<file path="src/rtl/mips_pkg.sv">
// Shared encodings for the multi-cycle MIPS controller: opcodes, functs,
// FSM state encoding, ALU control codes and datapath mux encodings.
package mips_pkg;

   // Longest run of consecutive mem_ready-low cycles allowed in a memory state
   localparam int MEM_TIMEOUT = 15;

   // Opcodes (IR[31:26])
   localparam logic [5:0] OP_RTYPE = 6'b000000;
   localparam logic [5:0] OP_LW    = 6'b100011;
   localparam logic [5:0] OP_SW    = 6'b101011;
   localparam logic [5:0] OP_BEQ   = 6'b000100;
   localparam logic [5:0] OP_ADDI  = 6'b001000;
   localparam logic [5:0] OP_J     = 6'b000010;

   // R-type function codes (IR[5:0])
   localparam logic [5:0] FN_ADD = 6'b100000;
   localparam logic [5:0] FN_SUB = 6'b100010;
   localparam logic [5:0] FN_AND = 6'b100100;
   localparam logic [5:0] FN_OR  = 6'b100101;
   localparam logic [5:0] FN_SLT = 6'b101010;

   // ALU control codes
   localparam logic [3:0] ALU_AND = 4'b0000;
   localparam logic [3:0] ALU_OR  = 4'b0001;
   localparam logic [3:0] ALU_ADD = 4'b0010;
   localparam logic [3:0] ALU_SUB = 4'b0110;
   localparam logic [3:0] ALU_SLT = 4'b0111;

   // ALU operand B select
   localparam logic [1:0] SRCB_REG     = 2'b00;
   localparam logic [1:0] SRCB_FOUR    = 2'b01;
   localparam logic [1:0] SRCB_IMM     = 2'b10;
   localparam logic [1:0] SRCB_IMM_SH2 = 2'b11;

   // Next-PC select
   localparam logic [1:0] PCSRC_ALU    = 2'b00;
   localparam logic [1:0] PCSRC_ALUOUT = 2'b01;
   localparam logic [1:0] PCSRC_JUMP   = 2'b10;

   // Controller states; the numeric values are visible on the debug port
   typedef enum logic [3:0] {
      ST_FETCH  = 4'd0,
      ST_DECODE = 4'd1,
      ST_MEMADR = 4'd2,
      ST_MEMRD  = 4'd3,
      ST_MEMWB  = 4'd4,
      ST_MEMWR  = 4'd5,
      ST_EXEC   = 4'd6,
      ST_ALUWB  = 4'd7,
      ST_BRANCH = 4'd8,
      ST_ADDIEX = 4'd9,
      ST_ADDIWB = 4'd10,
      ST_JUMP   = 4'd11,
      ST_ERROR  = 4'd12
   } state_t;

   // States that wait on the shared memory port's ready handshake
   function automatic logic is_mem_wait_state(input state_t s);
      return (s == ST_FETCH) || (s == ST_MEMRD) || (s == ST_MEMWR);
   endfunction

endpackage

</file>
<file path="src/rtl/mips_alu_decoder.sv">
// Maps an R-type funct field to an ALU control code and flags whether the
// funct is one the datapath supports.
module mips_alu_decoder
   import mips_pkg::*;
(
   input  logic [5:0] i_funct,
   output logic [3:0] o_alu_ctrl,
   output logic       o_legal
);

   // Funct lookup; unsupported functs report not-legal and a harmless AND code
   always_comb begin
      o_alu_ctrl = ALU_AND;
      o_legal    = 1'b1;
      case (i_funct)
         FN_ADD:  o_alu_ctrl = ALU_ADD;
         FN_SUB:  o_alu_ctrl = ALU_SUB;
         FN_AND:  o_alu_ctrl = ALU_AND;
         FN_OR:   o_alu_ctrl = ALU_OR;
         FN_SLT:  o_alu_ctrl = ALU_SLT;
         default: o_legal    = 1'b0;
      endcase
   end

endmodule

</file>
<file path="src/rtl/mips_multicycle_control.sv">
// Sequencing controller for the multi-cycle MIPS datapath. A Moore-style FSM
// steps each instruction through fetch/decode/execute/memory/write-back over a
// single shared memory port, waits on its ready handshake, traps illegal
// instructions and memory timeouts, and counts retired instructions.
//
// Memory handshake: in FETCH, MEMRD and MEMWR the controller holds its
// request (mem_read or mem_write) every cycle; the access completes in the
// cycle i_mem_ready is 1, and the FSM advances on that edge. Outside those
// states i_mem_ready is ignored.
module mips_multicycle_control
   import mips_pkg::*;
#(
   parameter int TIMEOUT = MEM_TIMEOUT
) (
   input  logic        i_clk,
   input  logic        i_rst,
   input  logic [5:0]  i_op,
   input  logic [5:0]  i_funct,
   input  logic        i_mem_ready,
   output logic        o_pc_write,
   output logic        o_pc_write_cond,
   output logic        o_ir_write,
   output logic        o_reg_write,
   output logic        o_mem_read,
   output logic        o_mem_write,
   output logic        o_i_or_d,
   output logic        o_reg_dst,
   output logic        o_mem_to_reg,
   output logic        o_alu_src_a,
   output logic [1:0]  o_alu_src_b,
   output logic [1:0]  o_pc_source,
   output logic [3:0]  o_alu_ctrl,
   output logic        o_instr_done,
   output logic        o_illegal_instr,
   output logic        o_bus_error,
   output logic [31:0] o_instr_count,
   output logic [3:0]  o_state
);

   localparam int WAIT_W = $clog2(TIMEOUT + 1);

   state_t            r_state;
   logic [WAIT_W-1:0] r_wait;
   logic              r_bus_error;
   logic [31:0]       r_instr_count;

   state_t            w_next;
   logic              w_waiting;
   logic              w_timeout;
   logic              w_op_legal;
   logic              w_funct_legal;
   logic [3:0]        w_funct_alu;

   logic w_pc_write, w_pc_write_cond, w_ir_write, w_reg_write;
   logic w_mem_read, w_mem_write, w_instr_done, w_illegal_instr;
   logic w_i_or_d, w_reg_dst, w_mem_to_reg, w_alu_src_a;
   logic [1:0] w_alu_src_b, w_pc_source;
   logic [3:0] w_alu_ctrl;

   mips_alu_decoder u_alu_decoder (
      .i_funct    (i_funct),
      .o_alu_ctrl (w_funct_alu),
      .o_legal    (w_funct_legal)
   );

   // A wait cycle is a memory state with the port not ready; the last
   // tolerated wait cycle diverts to ERROR instead of staying put.
   assign w_waiting = is_mem_wait_state(r_state) && !i_mem_ready;
   assign w_timeout = w_waiting && (r_wait == WAIT_W'(TIMEOUT - 1));

   // Opcode legality, including the funct check for R-type
   always_comb begin
      w_op_legal = 1'b0;
      case (i_op)
         OP_LW, OP_SW, OP_BEQ, OP_ADDI, OP_J: w_op_legal = 1'b1;
         OP_RTYPE:                            w_op_legal = w_funct_legal;
         default:                             w_op_legal = 1'b0;
      endcase
   end

   // Next-state selection
   always_comb begin
      w_next = r_state;
      case (r_state)
         ST_FETCH: begin
            if (i_mem_ready)    w_next = ST_DECODE;
            else if (w_timeout) w_next = ST_ERROR;
         end
         ST_DECODE: begin
            if (!w_op_legal)                          w_next = ST_FETCH;
            else if (i_op == OP_LW || i_op == OP_SW)  w_next = ST_MEMADR;
            else if (i_op == OP_RTYPE)                w_next = ST_EXEC;
            else if (i_op == OP_BEQ)                  w_next = ST_BRANCH;
            else if (i_op == OP_ADDI)                 w_next = ST_ADDIEX;
            else                                      w_next = ST_JUMP;
         end
         ST_MEMADR: w_next = (i_op == OP_SW) ? ST_MEMWR : ST_MEMRD;
         ST_MEMRD: begin
            if (i_mem_ready)    w_next = ST_MEMWB;
            else if (w_timeout) w_next = ST_ERROR;
         end
         ST_MEMWR: begin
            if (i_mem_ready)    w_next = ST_FETCH;
            else if (w_timeout) w_next = ST_ERROR;
         end
         ST_EXEC:   w_next = ST_ALUWB;
         ST_ADDIEX: w_next = ST_ADDIWB;
         ST_MEMWB, ST_ALUWB, ST_BRANCH, ST_ADDIWB, ST_JUMP: w_next = ST_FETCH;
         ST_ERROR:  w_next = ST_ERROR;
         default:   w_next = ST_FETCH;
      endcase
   end

   // Control word decoded from the current state (plus op/funct/ready)
   always_comb begin
      w_pc_write      = 1'b0;
      w_pc_write_cond = 1'b0;
      w_ir_write      = 1'b0;
      w_reg_write     = 1'b0;
      w_mem_read      = 1'b0;
      w_mem_write     = 1'b0;
      w_i_or_d        = 1'b0;
      w_reg_dst       = 1'b0;
      w_mem_to_reg    = 1'b0;
      w_alu_src_a     = 1'b0;
      w_alu_src_b     = SRCB_REG;
      w_pc_source     = PCSRC_ALU;
      w_alu_ctrl      = ALU_AND;
      w_instr_done    = 1'b0;
      w_illegal_instr = 1'b0;
      case (r_state)
         ST_FETCH: begin
            w_mem_read  = 1'b1;
            w_alu_src_b = SRCB_FOUR;
            w_alu_ctrl  = ALU_ADD;
            w_ir_write  = i_mem_ready;
            w_pc_write  = i_mem_ready;
         end
         ST_DECODE: begin
            w_alu_src_b     = SRCB_IMM_SH2;
            w_alu_ctrl      = ALU_ADD;
            w_illegal_instr = !w_op_legal;
         end
         ST_MEMADR: begin
            w_alu_src_a = 1'b1;
            w_alu_src_b = SRCB_IMM;
            w_alu_ctrl  = ALU_ADD;
         end
         ST_MEMRD: begin
            w_mem_read = 1'b1;
            w_i_or_d   = 1'b1;
         end
         ST_MEMWB: begin
            w_reg_write  = 1'b1;
            w_mem_to_reg = 1'b1;
            w_instr_done = 1'b1;
         end
         ST_MEMWR: begin
            w_mem_write  = 1'b1;
            w_i_or_d     = 1'b1;
            w_instr_done = i_mem_ready;
         end
         ST_EXEC: begin
            w_alu_src_a = 1'b1;
            w_alu_ctrl  = w_funct_alu;
         end
         ST_ALUWB: begin
            w_reg_write  = 1'b1;
            w_reg_dst    = 1'b1;
            w_instr_done = 1'b1;
         end
         ST_BRANCH: begin
            w_alu_src_a     = 1'b1;
            w_alu_ctrl      = ALU_SUB;
            w_pc_write_cond = 1'b1;
            w_pc_source     = PCSRC_ALUOUT;
            w_instr_done    = 1'b1;
         end
         ST_ADDIEX: begin
            w_alu_src_a = 1'b1;
            w_alu_src_b = SRCB_IMM;
            w_alu_ctrl  = ALU_ADD;
         end
         ST_ADDIWB: begin
            w_reg_write  = 1'b1;
            w_instr_done = 1'b1;
         end
         ST_JUMP: begin
            w_pc_write   = 1'b1;
            w_pc_source  = PCSRC_JUMP;
            w_instr_done = 1'b1;
         end
         default: ;
      endcase
   end

   // State, wait counter, sticky bus error and retired-instruction counter
   always_ff @(posedge i_clk) begin
      if (i_rst) begin
         r_state       <= ST_FETCH;
         r_wait        <= '0;
         r_bus_error   <= 1'b0;
         r_instr_count <= '0;
      end else begin
         r_state <= w_next;
         if (w_waiting)
            r_wait <= r_wait + WAIT_W'(1);
         else if (w_next != r_state)
            r_wait <= '0;
         if (w_timeout)
            r_bus_error <= 1'b1;
         if (w_instr_done)
            r_instr_count <= r_instr_count + 32'd1;
      end
   end

   // Reset suppresses every enable and pulse; mux selects pass through
   assign o_pc_write      = w_pc_write      & ~i_rst;
   assign o_pc_write_cond = w_pc_write_cond & ~i_rst;
   assign o_ir_write      = w_ir_write      & ~i_rst;
   assign o_reg_write     = w_reg_write     & ~i_rst;
   assign o_mem_read      = w_mem_read      & ~i_rst;
   assign o_mem_write     = w_mem_write     & ~i_rst;
   assign o_instr_done    = w_instr_done    & ~i_rst;
   assign o_illegal_instr = w_illegal_instr & ~i_rst;
   assign o_i_or_d        = w_i_or_d;
   assign o_reg_dst       = w_reg_dst;
   assign o_mem_to_reg    = w_mem_to_reg;
   assign o_alu_src_a     = w_alu_src_a;
   assign o_alu_src_b     = w_alu_src_b;
   assign o_pc_source     = w_pc_source;
   assign o_alu_ctrl      = w_alu_ctrl;
   assign o_bus_error     = r_bus_error;
   assign o_instr_count   = r_instr_count;
   assign o_state         = r_state;

endmodule

</file>
<file path="config.mk">
export PLATFORM = sky130hd
export DESIGN_NAME = mips_multicycle_control
export DESIGN_NICKNAME = d
export VERILOG_FILES = /design/src/rtl/mips_pkg.sv /design/src/rtl/mips_alu_decoder.sv /design/src/rtl/mips_multicycle_control.sv
export SDC_FILE = /design/constraint.sdc
export NUM_CORES = 1
export LEC_CHECK = 0
export CAP_MARGIN = 20
export CORE_UTILIZATION = 48
export CTS_CLUSTER_DIAMETER = 30
export DETAILED_ROUTE_END_ITERATION = 8
export PLACE_DENSITY = 0.92
export SKIP_CTS_REPAIR_TIMING = 1
export SYNTH_ARGS = -nofsm -noshare
export SYNTH_HDL_FRONTEND = slang
export SYNTH_SLANG_ARGS = --single-unit
</file>
<file path="constraint.sdc">
create_clock -name i_clk -period 2.3 [get_ports i_clk]
set_input_delay 0.23 -clock i_clk [delete_from_list [all_inputs] [get_ports i_clk]]
set_output_delay 0.23 -clock i_clk [all_outputs]
set_load 0.01 [all_outputs]
</file>
=== Word-level counts from Yosys, hierarchy flattened ===
Index checks and enable logic that the tools add are counted.
W data, S select, Z words.

* Logic and storage cells: 89
* Output and inout port bits: 57
* Register bits: 41
* Input bits: 15

* Add/sub/neg operators: 2
* Reduce and logical (&&, ||, !) cells: 19
* Muxes and demuxes: 31
* Bitwise gates (word level): 9
* Equality and inequality tests: 24

{| class="wikitable"
|+ Operators with widths
! operator !! number
|-
| $eq A6 B6 Y1 const B || 7
|-
| $mux W4 || 9
|-
| $add A32 B1 Y32 const B || 1
|-
| $pmux W4 S8 || 1
|-
| $eq A4 B4 Y1 const B || 6
|-
| $eq A4 B3 Y1 const B || 4
|-
| $reduce_or A5 Y1 || 3
|-
| $pmux W3 S4 || 1
|-
| $pmux W4 S3 || 1
|-
| $mux W1 || 11
|-
| $and A1 B1 Y1 || 8
|-
| $eq A4 B2 Y1 const B || 2
|-
| $reduce_or A4 Y1 || 2
|-
| $eq A6 B2 Y1 const B || 1
|-
| $eq A6 B3 Y1 const B || 1
|-
| $eq A6 B4 Y1 const B || 1
|-
| $logic_not A6 Y1 || 1
|-
| $pmux W1 S2 || 3
|-
| $pmux W2 S3 || 1
|-
| $reduce_or A2 Y1 || 3
|-
| $add A4 B1 Y4 const B || 1
|-
| $eq A4 B1 Y1 const B || 1
|-
| $logic_not A4 Y1 || 1
|-
| $mux W2 || 2
|-
| other kinds (9) || 13
|}

=== Logic depth before layout (Yosys ltp) ===
Gate-level depths: netlist of the first run.

* Depth after elaboration: 11
* Depth in mapped cells: 7
* Depth with buffers taken out: 7

=== Hierarchy ===
From an unflattened synthesis of the first run, not the netlist that was laid out.

* Cells, all modules: 338
* Area total of the unflattened synthesis: 2593.7 µm²

{| class="wikitable"
|+ By module, submodules not included
! module !! cells an instance !! instances !! seq. area each (µm²) !! area an instance (µm²)
|-
| mips_multicycle_control || 327 || 1 || 820.8 || 2511.2
|-
| mips_alu_decoder || 11 || 1 || 0.0 || 82.6
|}

=== Worst setup path after synthesis of the first run ===
Ideal clock, no wire load.

* Path kind: register -> register
* Start point: register r_state[1], in the netlist o_state[1]
* End point: register r_instr_count[27], in the netlist o_instr_count[27]
* Required time: 2.229 ns
* Period minus slack after synthesis: 1.976 ns
* Setup slack: 0.324 ns
* Setup time: 0.071 ns
* Cell stages (with the launch flop): 8
* Arrival time: 1.906 ns
* Path buffers: 2
* Cells stage by stage: dfxtp_1 buf_4 or2b_2 o211ai_4 or4_4 buf_6 or3_1 a21oi_1

* Longest elaborated chain between the ends: 3
* Elaborated cells between the ends (all ways): 8
* Classes of those cells: eq/ne (6); mux (1); reduce/logical (1)

{| class="wikitable"
|+ Ends and longest elaborated chain
! item !! RTL line !! text
|-
| from (decl) || mips_multicycle_control.sv:42 || <nowiki>state_t r_state;</nowiki>
|-
| from (signal assigned) || mips_multicycle_control.sv:205 || <nowiki>r_state <= w_next;</nowiki>
|-
| $eq A4 B4 Y1 or $eq A4 B3 Y1 (tied branches) || mips_multicycle_control.sv:131 || <nowiki>case (r_state)</nowiki>
|-
| $reduce_or A5 Y1 (no line) || - ||
|-
| $pmux W1 S2 * || mips_multicycle_control.sv:131 ||
|-
| to (signal assigned) || mips_multicycle_control.sv:213 || <nowiki>r_instr_count <= r_instr_count + 32'd1;</nowiki>
|-
| to (decl) || mips_multicycle_control.sv:45 || <nowiki>logic [31:0] r_instr_count;</nowiki>
|}

Mark *: on every way between the ends. The rest lies on a longest branch, timed or not.
A chain may end at the register's enable or synchronous reset.

=== Worst setup path in the final report of the first run ===
* Start point: register r_state[0], in the netlist o_state[0]
* End point: output port o_alu_src_b[1]

* Longest elaborated chain between the ends: 3
* Elaborated cells between the ends (all ways): 6
* Classes of those cells: eq/ne (3); mux (1); reduce/logical (2)

{| class="wikitable"
|+ Ends and longest elaborated chain
! item !! RTL line !! text
|-
| $eq A4 B4 Y1 or $eq A4 B2 Y1 (tied branches) || mips_multicycle_control.sv:131 ||
|-
| $reduce_or A2 Y1 (no line) || - ||
|-
| $pmux W2 S3 * || mips_multicycle_control.sv:131 ||
|-
| to (decl) || mips_multicycle_control.sv:30 || <nowiki>output logic [1:0] o_alu_src_b,</nowiki>
|}

Marked as above.

==> results of run 1 <==
==> per-stage QoR <==
stage                     power [mW]  util [%]  setup WS [ns]  instance area [µm²]  hold WS, ns
after floorplan               0.8120         -         0.3236                 2467       0.4212
after global placement        0.8832     68.46        0.07647                 3319       0.4327
after detailed placement      0.8882     68.46        0.01874                 3319       0.4428
after CTS                      1.362     70.32        -0.1157                 3410       0.4551
after global routing           1.403     70.89        0.04292                 3437       0.4883
final                          1.357     70.89        0.08310                 3437       0.4563
==> routing by layer <==
| metal | track usage [%] | up-vias |
|---|---|---|
| li1 | - | 1295 |
| met1 | 31.49 | 1218 |
| met2 | 43.63 | 112 |
| met3 | 4.664 | 8 |
| met4 | 8.974 | 0 |
| met5 | 0 | - |
==> final cells by class <==
cell class / count / area (µm²) / area share, %
multi-input combinational: 245 / 1540 / 44.81
clock inverter: 1 / 7.507 / 0.2184
tap: 67 / 83.83 / 2.439
timing repair buffer: 91 / 865.8 / 25.19
sequential: 41 / 827.0 / 24.06
inverter: 8 / 30.03 / 0.8737
clock buffer: 6 / 82.58 / 2.403
==> cell families after synthesis <==
family	Yosys count	synth area share [%]
buf+inv	27	4.868
simple gates	155	34.74
other cells	1	0.1520
xor+xnor	25	8.874
compound gates	59	15.77
fa+ha+maj	3	1.521
flops	41	33.27
mux	2	0.8114
==> cell usage in the layout, fill, tap and decap left out, types with 11 or more instances in the layout <==
master           synthesis  routed
nand2_1                 21      21
a21oi_1                 20      19
buf_4                    2      21
o21ai_0                 12      12
nand3_1                 13      13
nor2_1                  39      39
or3_1                   11      11
xnor2_1                 21      21
dfxtp_1                 41      38
clkdlybuf4s50_1          0      67
nor3_1                  13      12
nor4_1                  15      15
==> registers in the layout (all words and copies together) (netlist names) <==
register / cells
o_instr_count: 32
r_wait: 4
o_state: 4
o_bus_error: 1
==> worst max-delay path: stages, from the launching register on <==
cell             delay (ns)
dfxtp_2                0.36
nand2b_2               0.25
or2_2                  0.33
a21oi_1                0.18
clkdlybuf4s50_1        0.57
==> worst paths after layout <==
path | from | end | slack (ns) | depth (start not counted)
setup / recovery | o_state[0]$_SDFF_PP0_ | o_alu_src_b[1] | 0.08 | 4
hold / removal | o_bus_error$_SDFFE_PP0P_ | o_bus_error$_SDFFE_PP0P_ | 0.46 | 2
setup reg to reg | o_instr_count[3]$_SDFFE_PP0P_ | o_instr_count[31]$_SDFFE_PP0P_ | 0.29 | 5
hold reg to reg | o_bus_error$_SDFFE_PP0P_ | o_bus_error$_SDFFE_PP0P_ | 0.46 | 2
==> power by group through the flow <==
stage	Clock [mW]	Sequential, mW	Combinational [mW]
after detailed placement	0	0.735	0.153
after CTS	0.490	0.719	0.154
after floorplan	0	0.734	0.0782
final	0.483	0.718	0.156
after global placement	0	0.735	0.148
after global routing	0.514	0.719	0.169
==> results.ini, run 1 <==
[power]
power.switching_mw=0.3320
p_int_mw=1.025
combPwrFrac_pct=11.5
p_per_area_nw_per_um2=394.9
pwr-share-seq_pct=52.9
clock_power_share_pct=35.6
peakVddDrop_uv=416.3
p_leak_nw=1.185
p_sw_share_pct=24.46

[hold_path]
hold_path_class=flop to flop

[status]
outcome=finished, final reports clean

[timing]
clock_skew_ns=0.01036
setup_viol=0
fin_crit_ns=2.217
rsz0062_at_grt=no
clock.fmax_mhz=451.1
drv_slew=0
hold_viol_final=0
period_share_pct=96.39
setup-tns-final_ns=0

[clock_network]
clk-insertion-delay-late_ns=0.30
clkTransAtPathRegs_ns=0.08
cts_made_buffers=5
clockBufferDepth=2
cts_root_buf=clkbuf_8
cts_sinks=41
cts_tree=done
h-tree-depth=2

[logic_synthesis]
ys_ff_latch=41
syn_area_um2=2467
ys_top_cells_by_count=dfxtp_1 (41), nor2_1 (39), nand2_1 (21), xnor2_1 (21), a21oi_1 (20)
synth_cells=313
synth.most_common_cell=dfxtp_1
syn-mean-instance-area_um2=7.883
synth_edf_count=0
yosysTopAreaCell=dfxtp_1
yosysSeqAreaShare_pct=33.27
synth_fp_nets=331
synth_top_area_share_pct=33.27
ys_warn_count=0
ys_async_sr_fraction_pct=0
synthFlopType=dfxtp_1
synth_cell_type_count=51
synthTopCellsByArea=dfxtp_1 (33%), xnor2_1 (7.5%), nor2_1 (5.9%)

[grt]
grt_antenna_before_repair=0
grt_first_pass_wirelength_um=10890
grt_pass1_vias=2446
grt_max_degree=30
grt_overflow_total=0
grt_usage_pct=25.35

[drt]
drc_errors=0
first_pass_iters=5
wl_met3_um=415
vias_per_cell=5.736
drtAntennaViolNets=0
vias=2633
wirelength_um=6728
drt_iter0_markers=315
wl_per_cell_um=14.66
wl_met1_um=2886
wl_met2_um=3359
top_layer_used=met4

[final_layout]
fillers=368
finalNonFillerCells=459
antenna_cells=0
area_delta_synth_final_pct=39.30
layout-drive-gt1-share_pct=11.48
final_nets=410

[die]
dieArea_um2=5431
initial_core_util_pct=50.89
die_w_um=73.70
io_pins=72
core_area_um2=4848
die_h_um=73.70
rows=25

[worst_setup_path]
critical_path_peak_fanout=8
cp.required_ns=2.07
crit_type=flop to output pin
cp-start-kind=flop
cp.arrival_ns=1.99
cp-end-kind=output pin

[placed_design]
dp_hpwl_um=4746
place_congestion=0.8595
io_buffer_count=70
dp_cells=452

[flow_run]
maxCapViolCount=0

Note: power is estimated with default switching activity, not from simulation.
==> run 2: changes to the inputs <==
--- a/config.mk
+++ b/config.mk
@@ -5,9 +5,10 @@
 export SDC_FILE = /design/constraint.sdc
 export NUM_CORES = 1
 export LEC_CHECK = 0
+export ABC_AREA = 0
 export CAP_MARGIN = 20
 export CORE_UTILIZATION = 48
-export CTS_CLUSTER_DIAMETER = 30
+export CTS_CLUSTER_DIAMETER = 150
 export DETAILED_ROUTE_END_ITERATION = 8
 export PLACE_DENSITY = 0.92
 export SKIP_CTS_REPAIR_TIMING = 1
==> results of run 2 <==
The final DEF is identical to that of run 1; final timing and power are the same.
==> run 3: changes to the inputs <==
--- a/config.mk
+++ b/config.mk
@@ -7,6 +7,7 @@
 export LEC_CHECK = 0
 export ABC_AREA = 0
 export CAP_MARGIN = 20
+export CORE_ASPECT_RATIO = 2
 export CORE_UTILIZATION = 48
 export CTS_CLUSTER_DIAMETER = 150
 export DETAILED_ROUTE_END_ITERATION = 8
==> run 3 against run 2 <==
  * Combinational power increased by 4%
  * Global-route usage increased by 0.90 points
  * Count of clock-buffer cells in the layout unchanged
  * Largest cell class unchanged
==> results.ini, run 3 (synthesized netlist as in run 1, its figures left out) <==
[die]
initial_core_util_pct=50.25
rows=36
core_area_um2=4910
dieArea_um2=5448
io_pins=72
die_h_um=103.4
die_w_um=52.70

[clock_network]
cts_sinks=41
clkTransAtPathRegs_ns=0.08
cts_tree=done
cts_root_buf=clkbuf_8
clockBufferDepth=2
cts_made_buffers=5
h-tree-depth=2
clk-insertion-delay-late_ns=0.30

[timing]
period_share_pct=95.62
clock.fmax_mhz=454.7
setup_viol=0
fin_crit_ns=2.199
setup-tns-final_ns=0
drv_slew=0
hold_ws_ns=0.4512
hold_viol_final=0
clock_skew_ns=0.009989
rsz0062_at_grt=no

[drt]
drc_errors=0
wl_per_cell_um=15.50
drt_iter0_markers=79
vias=2703
drtAntennaViolNets=0
vias_per_cell=5.993
wirelength_um=6991
first_pass_iters=4

[power]
peakVddDrop_uv=444.2
power_mw=1.353
p_per_area_nw_per_um2=394.5
p_leak_nw=1.152

[final_layout]
seq_area_um2=822.0
final_nets=411
layout_commonest_cell=clkdlybuf4s50_1
mostFrequentLayoutCells=clkdlybuf4s50_1 (69), dfxtp_1 (40), nor2_1 (39)
antenna_cells=0
multi_input_area_um2=1538
largest_reg_flops=32
area_delta_synth_final_pct=39.00
fillers=399
layout-drive-gt1-share_pct=10.91

[worst_setup_path]
cpPeakStageDelay_ns=0.56
cp_slowest_cell=clkdlybuf4s50_1
cp-start-kind=flop
crit_type=flop to output pin
path_cells=or2_2, o31a_1, nor3_1, clkdlybuf4s50_1
cp.required_ns=2.07
crit_family=buffers and inverters
critical_path_peak_fanout=7
cp-end-kind=output pin
cp.arrival_ns=1.97
worstPathBufferInverterCount=1

[grt]
grt_max_degree=30
grt_first_pass_wirelength_um=10840
grt_pass1_vias=2559
grt_usage_pct=26.25
grt_antenna_before_repair=0
grt_overflow_total=0

[placed_design]
dp_hpwl_um=5189
place_congestion=0.9600
io_buffer_count=70

[status]
outcome=finished, final reports clean

[hold_path]
hold_path_class=flop to flop

[flow_run]
maxCapViolCount=0

## run 3: cell type report
cell class	instances	share of cell area (%)
clock inverter	2	0.4378
tap	57	2.080
multi-input combinational	245	44.84
sequential	41	23.97
clock buffer	6	2.116
inverter	8	0.8756
timing repair buffer	92	25.68
## run 3: metrics by stage
| step | cell area [µm²] | setup slack, ns | cells | util, % |
|---|---|---|---|---|
| floorplan | 2467 | 0.3236 | 313 | - |
| global placement | 3327 | 0.06978 | 443 | 67.76 |
| detailed placement | 3327 | 0.03669 | 443 | 67.76 |
| CTS | 3415 | 0.01656 | 451 | 69.55 |
| global route | 3430 | 0.01680 | 451 | 69.85 |
| finish | 3430 | 0.1006 | 451 | 69.85 |
## run 3: worst register-to-register path, cell delays in order, from the launching register on
cell	delay [ns]
dfxtp_1	0.43
nand2b_1	0.24
a21oi_1	0.18
or4_4	0.66
or3_1	0.38
a21oi_1	0.15
## run 3: worst paths after layout
kind,start,to,slack (ns),depth (start not counted)
worst min-delay path,o_bus_error$_SDFFE_PP0P_,o_bus_error$_SDFFE_PP0P_,0.45,2
worst min register to register,o_bus_error$_SDFFE_PP0P_,o_bus_error$_SDFFE_PP0P_,0.45,2
worst max-delay path,o_state[0]$_SDFF_PP0_,o_pc_write,0.10,4
worst max register to register,o_state[0]$_SDFF_PP0_,o_instr_count[31]$_SDFFE_PP0P_,0.21,5
## run 3: layer usage
metal | GRT usage [%] | wire [µm]
met1 | 24.43 | 2601
met2 | 49.37 | 3808
met3 | 4.532 | 364
met4 | 17.41 | 216
met5 | 0 | 0
## run 3: power by group
part           leakage (nW)  internal [mW]  switching (mW)
Clock                0.0374          0.214           0.259
Combinational         0.784         0.0785          0.0831
Sequential            0.331          0.713         0.00542
==> RTL edit 1 (flow settings as in run 3) <==
`MEM_TIMEOUT`: 15 -> 16.
--- a/src/rtl/mips_pkg.sv
+++ b/src/rtl/mips_pkg.sv
@@ -3,7 +3,7 @@
 package mips_pkg;
 
    // Longest run of consecutive mem_ready-low cycles allowed in a memory state
-   localparam int MEM_TIMEOUT = 15;
+   localparam int MEM_TIMEOUT = 16;
 
    // Opcodes (IR[31:26])
    localparam logic [5:0] OP_RTYPE = 6'b000000;
Formal check against the unedited RTL: same outputs for any inputs over 10 cycles, from zero or initial values and one cycle with i_rst high; that may be too few to reach the edited logic, so the function may still have changed.
==> RTL edit 1 against run 3 <==
Sequential cell count grew 1. Global-route usage grew 3.5 points. Routed wire length grew 11%. Worst setup slack lost 34 ps. Design area grew 4.6%. Power grew 21%. Critical path depth is the same. Area after synthesis grew 4.6%. Largest power group unchanged. Largest cell class unchanged.
==> RTL edit 1: results (changes against run 3) <==
Status
  – Status: completed

Global routing
  – Tot GR Track Use: 29.75% (+3.5 points)
  – Vias in the first global route: 2,815 (+10%)
  – First-pass GRT wire length: 12,630 µm (+16%)
  – Initial antenna violation count: 0 (unchanged)
  – Largest net degree at the start of global routing: 30 (unchanged)

Logic synthesis
  – Syn_area_per_cell: 7.938 µm² (+0.70%)
  – Synth cell types: 57 (+12%)
  – Post-synthesis async set-or-reset flop share: 0% (unchanged)
  – Synth area leaders: dfxtp_1, nor2_1, a21oi_1, xnor2_1, o21ai_0
  – Syn Nets: 343 (+3.6%)
  – Synth warn: 0 (unchanged)
  – Sequential area share after synthesis: 32.59% (-0.68 points)
  – List of most frequent post-synthesis cells: dfxtp_1, nor2_1, a21oi_1, nand2_1, o21ai_0

Timing
  – Slew margin rel.: roughly 66%
  – Clock skew: 10.47 ps (+0.4773 ps)
  – Min Hold Slack: 502.0 ps (+50.77 ps)

Cells and area
  – Post-Layout Cell Count: 465 (+3.1%)
  – Layout cells sized above 1: 14.00% (+3.1 points)
  – Max FFs per register: 32 (unchanged)
  – Fin nets: 425 (+3.4%)
  – # fillers: 406 (+1.8%)
  – Ant. Diodes: 0 (unchanged)

Worst setup path
  – RR Endpoint: o_instr_count[30]
  – Max Fanout on Critical Path: 9 (+2)
  – R2r startpoint: o_state[1]
  – R2r setup slk: 320 ps (+110 ps)
  – CP arrival: 2000 ps (+30 ps)
  – R2R cell count: 7 (+2)

Pwr
  – Max IR drop VDD: 0.0004676 V (+5.3%)
  – Static Leakage: 1.266 nW (+9.9%)

Route
  – Drt pass-1 iters: 4 (unchanged)
  – Detailed-routed wire length on met2: 4295 µm (+13%)
  – Initial drt markers: 74 (-6.3%)
  – Wire per inst: 16.75 µm (+8.1%)
  – Max Used Layer: met4
  – Metal-1 WL: 2736 µm (+5.2%)
  – Via density: 6.092 (+1.7%)
  – Met3 Wirelength: 456 µm (+25%)

Hold path
  – WHS Path Cells: 2 (unchanged)
  – WHS Endpoint: o_bus_error
  – Hold path startpoint: o_bus_error

Clocking
  – Clock Tree Buf Depth: 2 (unchanged)
  – Clock tree root buffer cell: clkbuf_8
  – CTS H-tree lvls: 2 (unchanged)
  – Worst-path clk slew: approximately 70 ps
  – Number of CTS-inserted buffers: 5 (unchanged)
  – Clk_lat worst skew: slightly above 300 ps

Place
  – GP Congestion: 0.9823 (+2.3%)
  – Pre-CTS setup slack: -179.5 ps (-216.2 ps)
  – PortBufs: 70 (unchanged)
  – Cells after DPL: 458 (+3.4%)
  – DPL Wire Length: 5823 µm (+12%)
-- RTL edit 1: layout make-up --
class	count	share of cell area, %
Multi-Input combinational cell	254	45.41
Tap cell	58	2.023
Clock inverter	1	0.8371
Clock buffer	6	2.302
Timing Repair Buffer	93	24.52
Sequential cell	42	23.65
Inverter	11	1.256
-- RTL edit 1: critical path, stage by stage, from the launching register on --
cell and delay [ps]:
dfxtp_4 410, or2b_1 320, nand2b_2 250, a21oi_1 160, clkdlybuf4s50_1 560
-- RTL edit 1: cells by family after synthesis --
| group | count (synthesis) | synth area share, % |
|---|---|---|
| other cells | 1 | 0.1454 |
| simple gates | 151 | 33.66 |
| xor+xnor | 18 | 6.111 |
| flops | 42 | 32.59 |
| fa+ha+maj | 3 | 1.455 |
| mux | 5 | 2.037 |
| compound gates | 76 | 18.77 |
| buf+inv | 29 | 5.238 |
-- RTL edit 1: where the power goes --
part | leakage [nW] | switching (mW) | internal, mW
logic | 0.868 | 0.143 | 0.130
registers | 0.341 | 0.0155 | 0.735
clock network | 0.0573 | 0.260 | 0.347
total | 1.27 | 0.419 | 1.21
-- RTL edit 1: metrics by stage --
step	total power, mW	area [µm²]	TNS, ps	utilization, %
final	1.631	3587	0	69.81
after global routing	1.679	3587	-18.74	69.81
after CTS	1.623	3545	-223.0	68.98
after detailed placement	1.028	3432	-179.5	66.79
after global placement	1.021	3432	-128.8	66.79
after floorplan	0.9056	2580	0	-
-- RTL edit 1: per-layer routing --
metal	vias up	GRT usage [%]
li1	1354	-
met1	1344	27.09
met2	104	54.14
met3	31	6.494
met4	0	18.61
met5	-	0
-- RTL edit 1: worst max-delay path by stage --
| stage | start | slack [ps] | to |
|---|---|---|---|
| after floorplan | o_state[2] | 490 | o_reg_write |
| after global placement | i_op[1] | -130 | o_illegal_instr |
| after detailed placement | i_op[1] | -180 | o_illegal_instr |
| after CTS | i_op[1] | -190 | o_illegal_instr |
| after global routing | o_state[3] | -20 | o_reg_write |
| final | o_state[1] | 70 | o_alu_src_b[1] |
==> RTL edit 2 (settings of run 3) <==
Made on the original files. Register the output `o_instr_count` once more; this adds one clock of latency there. The other outputs are not delayed to match.
--- a/src/rtl/mips_multicycle_control.sv
+++ b/src/rtl/mips_multicycle_control.sv
@@ -231,7 +231,9 @@
    assign o_pc_source     = w_pc_source;
    assign o_alu_ctrl      = w_alu_ctrl;
    assign o_bus_error     = r_bus_error;
-   assign o_instr_count   = r_instr_count;
+   always_ff @(posedge i_clk) begin
+      o_instr_count <= r_instr_count;
+   end
    assign o_state         = r_state;
 
 endmodule
Formal check against the unedited RTL: not equivalent (Yosys sat finds a counterexample within 4 cycles, from zero or initial values and one cycle with i_rst high).
==> RTL edit 2 against run 3 <==
Sequential cell count rose by 32. Worst setup slack lost 74 ps. Critical endpoint is now o_illegal_instr. Largest cell class unchanged. Routed wire length increased by 7.2%. Design area is 27% higher. Clock skew down 2.9 ps. Area after synthesis grew 27%. Power grew 100%.
==> RTL edit 2: results (changes against run 3) <==
Cells and area
  – Layout cells sized above 1: 12.22% (+1.3 points)
  – Post-Layout Cell Count: 528 (+17%)
  – Non-clock buffers: 95 (+3.3%)
  – Clock network area share: 6.739% (+4.2 points)
  – Signal buf overhead: 20.76% (-4.9 points)
  – Clock buffers: 14 (+8)
  – Sequential Area: 0.001464 mm² (+78%)
  – Fin nets: 455 (+11%)
  – Inverter count: 5 (-3)

Clocking
  – Number of CTS-inserted buffers: 9 (+4)
  – Clk_lat worst skew: 330 ps (+30 ps)
  – Worst-path clk slew: 50 ps (-30 ps)
  – Clock tree root buffer cell: clkbuf_16

Place
  – DPL Wire Length: 5403 µm (+4.1%)
  – Placed instance area: 0.004039 mm² (+21%)
  – Pre-CTS setup slack: -379.3 ps (-415.9 ps)
  – GP Congestion: 0.8774 (-8.6%)

Global routing
  – Vias in the first global route: 2,864 (+12%)
  – Largest net degree at the start of global routing: 36 (+20%)

Worst setup path
  – RR Endpoint: r_instr_count[29]
  – Critical path origin: i_op[0]
  – Max stage delay on crit path: 540 ps (-20 ps)
  – R2r setup slk: 190 ps (-20 ps)

Logic synthesis
  – Syn Nets: 372 (+12%)
  – Seq cells post-synth: 73 (+78%)
  – Syn Inst Count: 354 (+13%)
  – Synth cell types: 48 (-5.9%)

Pwr
  – Static Leakage: 1.522 nW (+32%)
  – Power Clock: 1.32 mW (+180%)
  – Internal portion of total power: 2.192 mW (+120%)
  – Reg power frac: 46.2% (-6.9 points)
  – Comb pwr share: 5.8% (-6.1 points)
  – Power Dens Cells: 633.1 mW/mm² (+60%)
  – Max IR drop VDD: 0.0003328 V (-25%)

Die
  – Die area: 0.006855 mm² (+26%)

Hold path
  – Hold path startpoint: r_instr_count[31]

Timing
  – Tmin final: 2273 ps (+73.66 ps)

Status
  – Status: completed
## RTL edit 2: how the worst min path moves through the flow
stage                         to  slack [ps]  depth (start not counted)
6_report       o_instr_count[31]         370                          0
3_3_place_gp   o_instr_count[31]         360                          0
3_5_place_dp   o_instr_count[31]         360                          0
5_1_grt        o_instr_count[31]         370                          0
4_1_cts        o_instr_count[31]         370                          0
2_1_floorplan  o_instr_count[31]         350                          0
## RTL edit 2: logic make-up after synthesis
kind of cell               count (synthesis)  share of synthesized area, %
AOI/OAI and AO/OA                         50                         10.05
xor gates and xnor gates                  30                         8.410
adders and majority gates                  3                         1.202
buffers and inverters                     28                         3.724
DFF                                       73                         46.78
muxes                                      1                        0.3604
other                                      1                        0.1200
and+or+nand+nor                          168                         29.36
## RTL edit 2: per-layer routing
layer	global-route usage [%]	up-vias	share of wire (%)
li1	-	1432	-
met3	5.316	29	3.9
met2	42.20	113	57
met4	16.67	0	4.2
met1	21.40	1404	35
met5	0	-	0
